`src/rtl/permute_burst_scheduler.sv`:
```
// Buffers bot entries in a FIFO and expands each entry's valid-permutation mask into
// one output beat per set bit, lowest bit first, while tracking batches in flight.
module permute_burst_scheduler #(
    parameter int  DATA_WIDTH         = 128,
    parameter int  MASK_WIDTH         = 6,
    parameter int  FIFO_DEPTH_LOG2    = 5,
    parameter int  SLOWDOWN_THRESHOLD = 24,
    parameter int  TAG_WIDTH          = 4,
    parameter int  MAX_BATCHES        = 8,
    localparam int SEL_WIDTH          = (MASK_WIDTH > 1) ? $clog2(MASK_WIDTH) : 1,
    localparam int BIF_WIDTH          = $clog2(MAX_BATCHES + 1)
) (
    input  logic                  clk,
    input  logic                  rst,
    input  logic                  writeData,
    input  logic [DATA_WIDTH-1:0] dataIn,
    input  logic [MASK_WIDTH-1:0] validMaskIn,
    input  logic                  batchDone,
    output logic                  slowDownInput,
    input  logic                  downstreamStall,
    output logic                  outValid,
    output logic [DATA_WIDTH-1:0] outData,
    output logic [SEL_WIDTH-1:0]  outSelect,
    output logic [TAG_WIDTH-1:0]  outBatchTag,
    output logic                  batchEnd,
    input  logic                  batchRetired,
    output logic [BIF_WIDTH-1:0]  batchesInFlight,
    output logic                  overflowError
);
    localparam int DEPTH   = 1 << FIFO_DEPTH_LOG2;
    localparam int USEDW_W = FIFO_DEPTH_LOG2 + 1;
    localparam int ENTRY_W = DATA_WIDTH + MASK_WIDTH + 1;

    localparam logic [0:0] ST_IDLE  = 1'b0;
    localparam logic [0:0] ST_BURST = 1'b1;

    logic [ENTRY_W-1:0]         mem_q [DEPTH];
    logic [FIFO_DEPTH_LOG2-1:0] wr_ptr_q, rd_ptr_q;
    logic [USEDW_W-1:0]         usedw_q, usedw_d;
    logic                       slow_q, ovf_q;

    logic [0:0]                 state_q, state_d;
    logic [DATA_WIDTH-1:0]      data_q, data_d;
    logic [MASK_WIDTH-1:0]      rem_q, rem_d;
    logic                       done_q, done_d;
    logic [TAG_WIDTH-1:0]       tag_q;
    logic [BIF_WIDTH-1:0]       bif_q, bif_d;

    logic                       wr_qual, wr_en, fifo_full, fifo_empty;
    logic                       in_burst, emit, final_beat, batch_end, pop, retire;
    logic [MASK_WIDTH-1:0]      low_bit;
    logic [SEL_WIDTH-1:0]       sel;
    logic [ENTRY_W-1:0]         head;

    assign wr_qual    = writeData && ((|validMaskIn) || batchDone);
    assign fifo_full  = (usedw_q == USEDW_W'(DEPTH));
    assign fifo_empty = (usedw_q == '0);
    assign wr_en      = wr_qual && !fifo_full;
    assign head       = mem_q[rd_ptr_q];

    // Final beat means at most one bit left; an empty mask is a bare batch close.
    assign in_burst   = (state_q == ST_BURST);
    assign emit       = in_burst && !downstreamStall;
    assign low_bit    = rem_q & (~rem_q + MASK_WIDTH'(1));
    assign final_beat = ((rem_q & (rem_q - MASK_WIDTH'(1))) == '0);
    assign batch_end  = emit && final_beat && done_q;
    assign pop        = !fifo_empty && !downstreamStall
                        && (bif_q < BIF_WIDTH'(MAX_BATCHES))
                        && (!in_burst || final_beat);
    assign retire     = batchRetired && (bif_q != '0);

    // NOTE: every always_comb output gets a default first so no latch is inferred.
    always_comb begin
        sel = '0;
        for (int i = MASK_WIDTH - 1; i >= 0; i--) begin
            if (rem_q[i]) sel = SEL_WIDTH'(i);
        end
    end

    always_comb begin
        state_d = state_q;
        data_d  = data_q;
        rem_d   = rem_q;
        done_d  = done_q;
        if (pop) begin
            data_d  = head[ENTRY_W-1 -: DATA_WIDTH];
            rem_d   = head[MASK_WIDTH:1];
            done_d  = head[0];
            state_d = ST_BURST;
        end else if (emit) begin
            rem_d = rem_q & ~low_bit;
            if (final_beat) state_d = ST_IDLE;
        end
    end

    always_comb begin
        usedw_d = usedw_q;
        case ({wr_en, pop})
            2'b10:   usedw_d = usedw_q + USEDW_W'(1);
            2'b01:   usedw_d = usedw_q - USEDW_W'(1);
            default: usedw_d = usedw_q;
        endcase
    end

    always_comb begin
        bif_d = bif_q;
        case ({batch_end, retire})
            2'b10:   bif_d = bif_q + BIF_WIDTH'(1);
            2'b01:   bif_d = bif_q - BIF_WIDTH'(1);
            default: bif_d = bif_q;
        endcase
    end

    // NOTE: storage has no reset; clearing the pointers and usedw is what empties the FIFO.
    always_ff @(posedge clk) begin
        if (wr_en) mem_q[wr_ptr_q] <= {dataIn, validMaskIn, batchDone};
    end

    // NOTE: sequential state uses non-blocking assignments only.
    always_ff @(posedge clk or posedge rst) begin
        if (rst) begin
            wr_ptr_q <= '0;
            rd_ptr_q <= '0;
            usedw_q  <= '0;
            slow_q   <= 1'b0;
            ovf_q    <= 1'b0;
            state_q  <= ST_IDLE;
            data_q   <= '0;
            rem_q    <= '0;
            done_q   <= 1'b0;
            tag_q    <= '0;
            bif_q    <= '0;
        end else begin
            if (wr_en) wr_ptr_q <= wr_ptr_q + FIFO_DEPTH_LOG2'(1);
            if (pop)   rd_ptr_q <= rd_ptr_q + FIFO_DEPTH_LOG2'(1);
            usedw_q <= usedw_d;
            slow_q  <= (usedw_q > USEDW_W'(SLOWDOWN_THRESHOLD));
            if (wr_qual && fifo_full) ovf_q <= 1'b1;
            state_q <= state_d;
            data_q  <= data_d;
            rem_q   <= rem_d;
            done_q  <= done_d;
            if (batch_end) tag_q <= tag_q + TAG_WIDTH'(1);
            bif_q   <= bif_d;
        end
    end

    assign slowDownInput   = slow_q;
    assign overflowError   = ovf_q;
    assign outValid        = emit && (rem_q != '0);
    assign outData         = data_q;
    assign outSelect       = sel;
    assign outBatchTag     = tag_q;
    assign batchEnd        = batch_end;
    assign batchesInFlight = bif_q;

endmodule
```
`config.mk`:
```
export PLATFORM = sky130hd
export DESIGN_NAME = permute_burst_scheduler
export DESIGN_NICKNAME = d
export VERILOG_FILES = /design/src/rtl/permute_burst_scheduler.sv
export SDC_FILE = /design/constraint.sdc
export NUM_CORES = 2
export LEC_CHECK = 0
export CAP_MARGIN = 10
export CORE_MARGIN = 5
export CORE_UTILIZATION = 35
export DETAILED_ROUTE_END_ITERATION = 10
export HOLD_SLACK_MARGIN = 0.15
export PLACE_DENSITY = 0.47
export SKIP_LAST_GASP = 1
export SYNTH_ARGS = -nofsm -noshare
export SYNTH_HDL_FRONTEND = slang
export SYNTH_MEMORY_MAX_BITS = 65536
export SYNTH_SLANG_ARGS = --single-unit
```
`constraint.sdc`:
```
create_clock -name clk -period 9.3 [get_ports clk]
set_input_delay 1.395 -clock clk [delete_from_list [all_inputs] [get_ports clk]]
set_output_delay 1.395 -clock clk [all_outputs]
set_load 0.01 [all_outputs]
```
==> impl.org <==
** Critical path
- Required time of the critical path :: 9.90 ns
- Critical path endpoint category :: flip-flop
- Crit path DAT :: 6.35 ns
- Crit Path Class :: in -> reg
- In this run the worst path has a maximum fanout of 91.
- Critical Path Source Type :: input port

** Synth
- The synthesized netlist contains 54 unique library cells.
- The share of the Yosys chip area taken by registers is 0.787.
- Synth area leader :: sky130_fd_sc_hd__edfxtp_1
- For this run, the number of Yosys warnings is 0.
- The cell count after synthesis came out at 7038.
- Number of enable-type register cells in the synthesized netlist :: 4320
- #FFs+latches synth :: 4482
- Post-synthesis instance area :: 0.170 mm²
- Synth Area per Inst :: 24.1 µm²
- Net count after synthesis :: 7190
- Async set or reset register ratio after synthesis :: 0.0361
- Share of Yosys cell area claimed by the top area cell type :: 0.764
- Ys flop type :: sky130_fd_sc_hd__edfxtp_1
- Cells taking the most area after synthesis :: sky130_fd_sc_hd__edfxtp_1 (76%), sky130_fd_sc_hd__mux4_2 (17%), sky130_fd_sc_hd__dfrtp_1 (2.4%), sky130_fd_sc_hd__mux2i_1 (0.71%), sky130_fd_sc_hd__buf_2 (0.51%)

** GRT
- Wire length of the first global-routing pass :: 654 mm
- Antenna violations before repair :: 42
- The number of global-route vias before repair was 81300.
- Across every metal layer, demand over resource in global routing totals 0.183.
- Total congestion overflow :: 0
- Pin count of the biggest net entering global routing :: 154

** Drt
- In this run the remaining antenna-violating nets after routing total 0.
- Average wire per standard cell :: 32.0 µm
- After the first detailed-routing iteration, the DRC count stood at 7004.
- For this block, the via count after detailed routing is 77600.
- After detailed routing, the number of vias per cell comes to 5.35.
- Drt total wl :: 464 mm
- In the routed design, unresolved DRC markers number 0.
- The first detailed-routing pass ran for 5 iterations.

** Place
- Final HPWL DP :: 247 mm
- Instance area at placement :: 0.182 mm²
- Routability-driven placement finished with a final weighted congestion of 0.744.
- Cell count after placement :: 13600
- Buffers added on ports :: 282

** Pwr
- Overall power of the completed layout :: 59.6 mW
- Highest ir drop seen on vdd :: 350 µV
- For this design the static power due to leakage is 61.0 nW.
- Total power per unit cell area :: 302 mW/mm²

** Timing
- Setup repair after global routing left no endpoint under its margin.
- Fin crit share :: 0.618
- In the final timing run, aggregate negative setup slack is 0 ns.
- At the pin with the least slew margin, the transition time is 1.28 ns.
- Number of hold violations in the final report :: 0
- Worst hold slack :: 0.482 ns
- Number of setup violations in the final report :: 0
- Final slew viol count :: 0
- For the final database, setup skew stands at 0.0790 ns.
- FMAX :: 174 MHz
- The worst path in the final design needs a cycle of 5.75 ns, including I/O delays and setup.
- The worst pin sits at a relative slew slack of 0.146.

** Die
- Top-level I/O count :: 283
- Die Wd :: 707 µm
- Chip height :: 707 µm
- Number of rows created at floorplan :: 255
- Starting Density :: 0.352
- Full die area :: 0.499 mm²
- Area of the core :: 0.483 mm²

** Finish
- Area of all placed cells without fillers :: 0.197 mm²
- Leading cell types in the layout, fill and taps excluded :: sky130_fd_sc_hd__edfxtp_1 (4320), sky130_fd_sc_hd__mux4_2 (1278), sky130_fd_sc_hd__clkbuf_16 (476)
- Excluding fillers, the count of instances in the completed layout stands at 14500.
- The net count of the finished layout is 7796.
- From synthesis to final layout, the design area changed by 16.1%.
- Leaving out fill and tap cells, the most frequent cell in the layout is sky130_fd_sc_hd__edfxtp_1.
- In the final layout, the share of cells above drive strength 1 is 0.280.
- After filler insertion, the fill cell instance count of the layout stands at 42100.

** CTS
- Number of buffers created by CTS :: 468
- Clock Root Buffer :: sky130_fd_sc_hd__clkbuf_16
- Post-CTS sizing :: 0
- Buffers added to address setup during post-CTS repair amount to 0.
- Clock latency on the worst-skew pair :: 1.03 ns
- CTS tree :: built
- Number of clock sinks seen by CTS :: 4482
- Post-CTS Hold Buffers :: 0
- Counting along the longest clock path gives a buffer depth of 4.
- Clock-pin slew was measured on the worst setup and hold paths at 0.06 ns.
- # H-tree levels :: 5

** Run status
- The flow ran to the end, and the final reports show no timing, DRC or antenna violations.

** Job
- Max-cap violations in this run came to 0.

** Worst hold path
- The tightest min-delay check is of the reg -> reg type.
==> critical path, stage by stage <==
cell and delay [ns]:
sky130_fd_sc_hd__clkdlybuf4s50_1 1.17, sky130_fd_sc_hd__nor3_1 0.21, sky130_fd_sc_hd__a21boi_0 0.54, sky130_fd_sc_hd__and2_1 0.49
sky130_fd_sc_hd__nand2_1 0.71, sky130_fd_sc_hd__nor2_4 0.85, sky130_fd_sc_hd__buf_12 0.67
==> synthesized netlist by cell type (3+ instances only) <==
| library cell | number |
|---|---|
| sky130_fd_sc_hd__inv_1 | 68 |
| sky130_fd_sc_hd__edfxtp_1 | 4320 |
| sky130_fd_sc_hd__nor3_1 | 5 |
| sky130_fd_sc_hd__nand3_1 | 5 |
| sky130_fd_sc_hd__buf_2 | 174 |
| sky130_fd_sc_hd__ha_1 | 11 |
| sky130_fd_sc_hd__a21oi_1 | 152 |
| sky130_fd_sc_hd__nand2_1 | 23 |
| sky130_fd_sc_hd__a211oi_1 | 101 |
| sky130_fd_sc_hd__xnor2_1 | 13 |
| sky130_fd_sc_hd__a22oi_1 | 62 |
| sky130_fd_sc_hd__o21ai_0 | 45 |
| sky130_fd_sc_hd__nand4_1 | 4 |
| sky130_fd_sc_hd__mux2_2 | 4 |
| sky130_fd_sc_hd__mux2i_1 | 121 |
| sky130_fd_sc_hd__nor2b_1 | 74 |
| sky130_fd_sc_hd__o21ai_1 | 29 |
| sky130_fd_sc_hd__nor2_1 | 120 |
| sky130_fd_sc_hd__dfrtp_1 | 162 |
| sky130_fd_sc_hd__buf_4 | 5 |
| sky130_fd_sc_hd__mux4_2 | 1278 |
| sky130_fd_sc_hd__xor2_1 | 7 |
| sky130_fd_sc_hd__buf_1 | 20 |
| sky130_fd_sc_hd__nor3b_1 | 5 |
| sky130_fd_sc_hd__nor4b_1 | 3 |
| sky130_fd_sc_hd__clkbuf_1 | 189 |
| sky130_fd_sc_hd__buf_6 | 3 |
| sky130_fd_sc_hd__nand3b_1 | 3 |
==> logic make-up after synthesis <==
| logic type | after synthesis | share of synthesized area |
|---|---|---|
| simple gates | 258 | 0.00756 |
| fa+ha+maj | 13 | 0.000987 |
| buf+inv | 459 | 0.0117 |
| compound gates | 403 | 0.0146 |
| mux | 1403 | 0.177 |
| xor+xnor | 20 | 0.00103 |
| flops | 4482 | 0.787 |
==> path summary, 6_finish.rpt <==
kind	start	depth (start not counted)	slack (ns)	endpoint
max	validMaskIn[3]	7	3.55	mem_q[31][105]
min	outBatchTag[3]	1	0.48	outBatchTag[3]
max reg2reg	rd_ptr_q[0]	8	4.67	outData[102]
min reg2reg	outBatchTag[3]	1	0.48	outBatchTag[3]
max in group asynchronous	rst	4	6.17	outData[108]
min in group asynchronous	rst	2	0.96	outData[70]
==> metrics by stage <==
step                      worst slack [ns]   util
after detailed placement              2.64  0.376
final                                 3.55  0.408
after global routing                  3.35  0.408
after CTS                             3.70  0.407
after floorplan                      0.532      -
after global placement                2.76  0.376
==> area by class of cell <==
type	count	area [µm²]	area share
antenna	20	50.0	0.000254
clock buffer	609	12600	0.0641
clock inverter	273	2270	0.0115
inverter	68	263	0.00133
multi-input combinational	2097	34400	0.174
sequential	4482	134000	0.678
tap	6425	8040	0.0408
timing repair buffer	527	5790	0.0294
==> routing by layer <==
layer,global-route usage,part of all wire,vias up
li1,-,-,31500
met1,0.260,0.44,43500
met2,0.304,0.49,1977
met3,0.0255,0.045,599
met4,0.0370,0.022,26
met5,0,0.00037,-
==> sequential cells by signal, summed over array words and instances, names as in the netlist, 4 cells and up <==
signal,cells
wr_ptr_q,5
rd_ptr_q,5
mem_q,4320
outBatchTag,4
rem_q,6
usedw_q,6
outData,128
batchesInFlight,4
==> where the power goes <==
part	switching, mW	internal, mW	total [mW]
clock	7.87	10.2	18.1
sequential	0.814	23.7	24.5
combinational	9.51	7.54	17.1
total	18.2	41.4	59.6
Power figures use the tool's default switching activity.
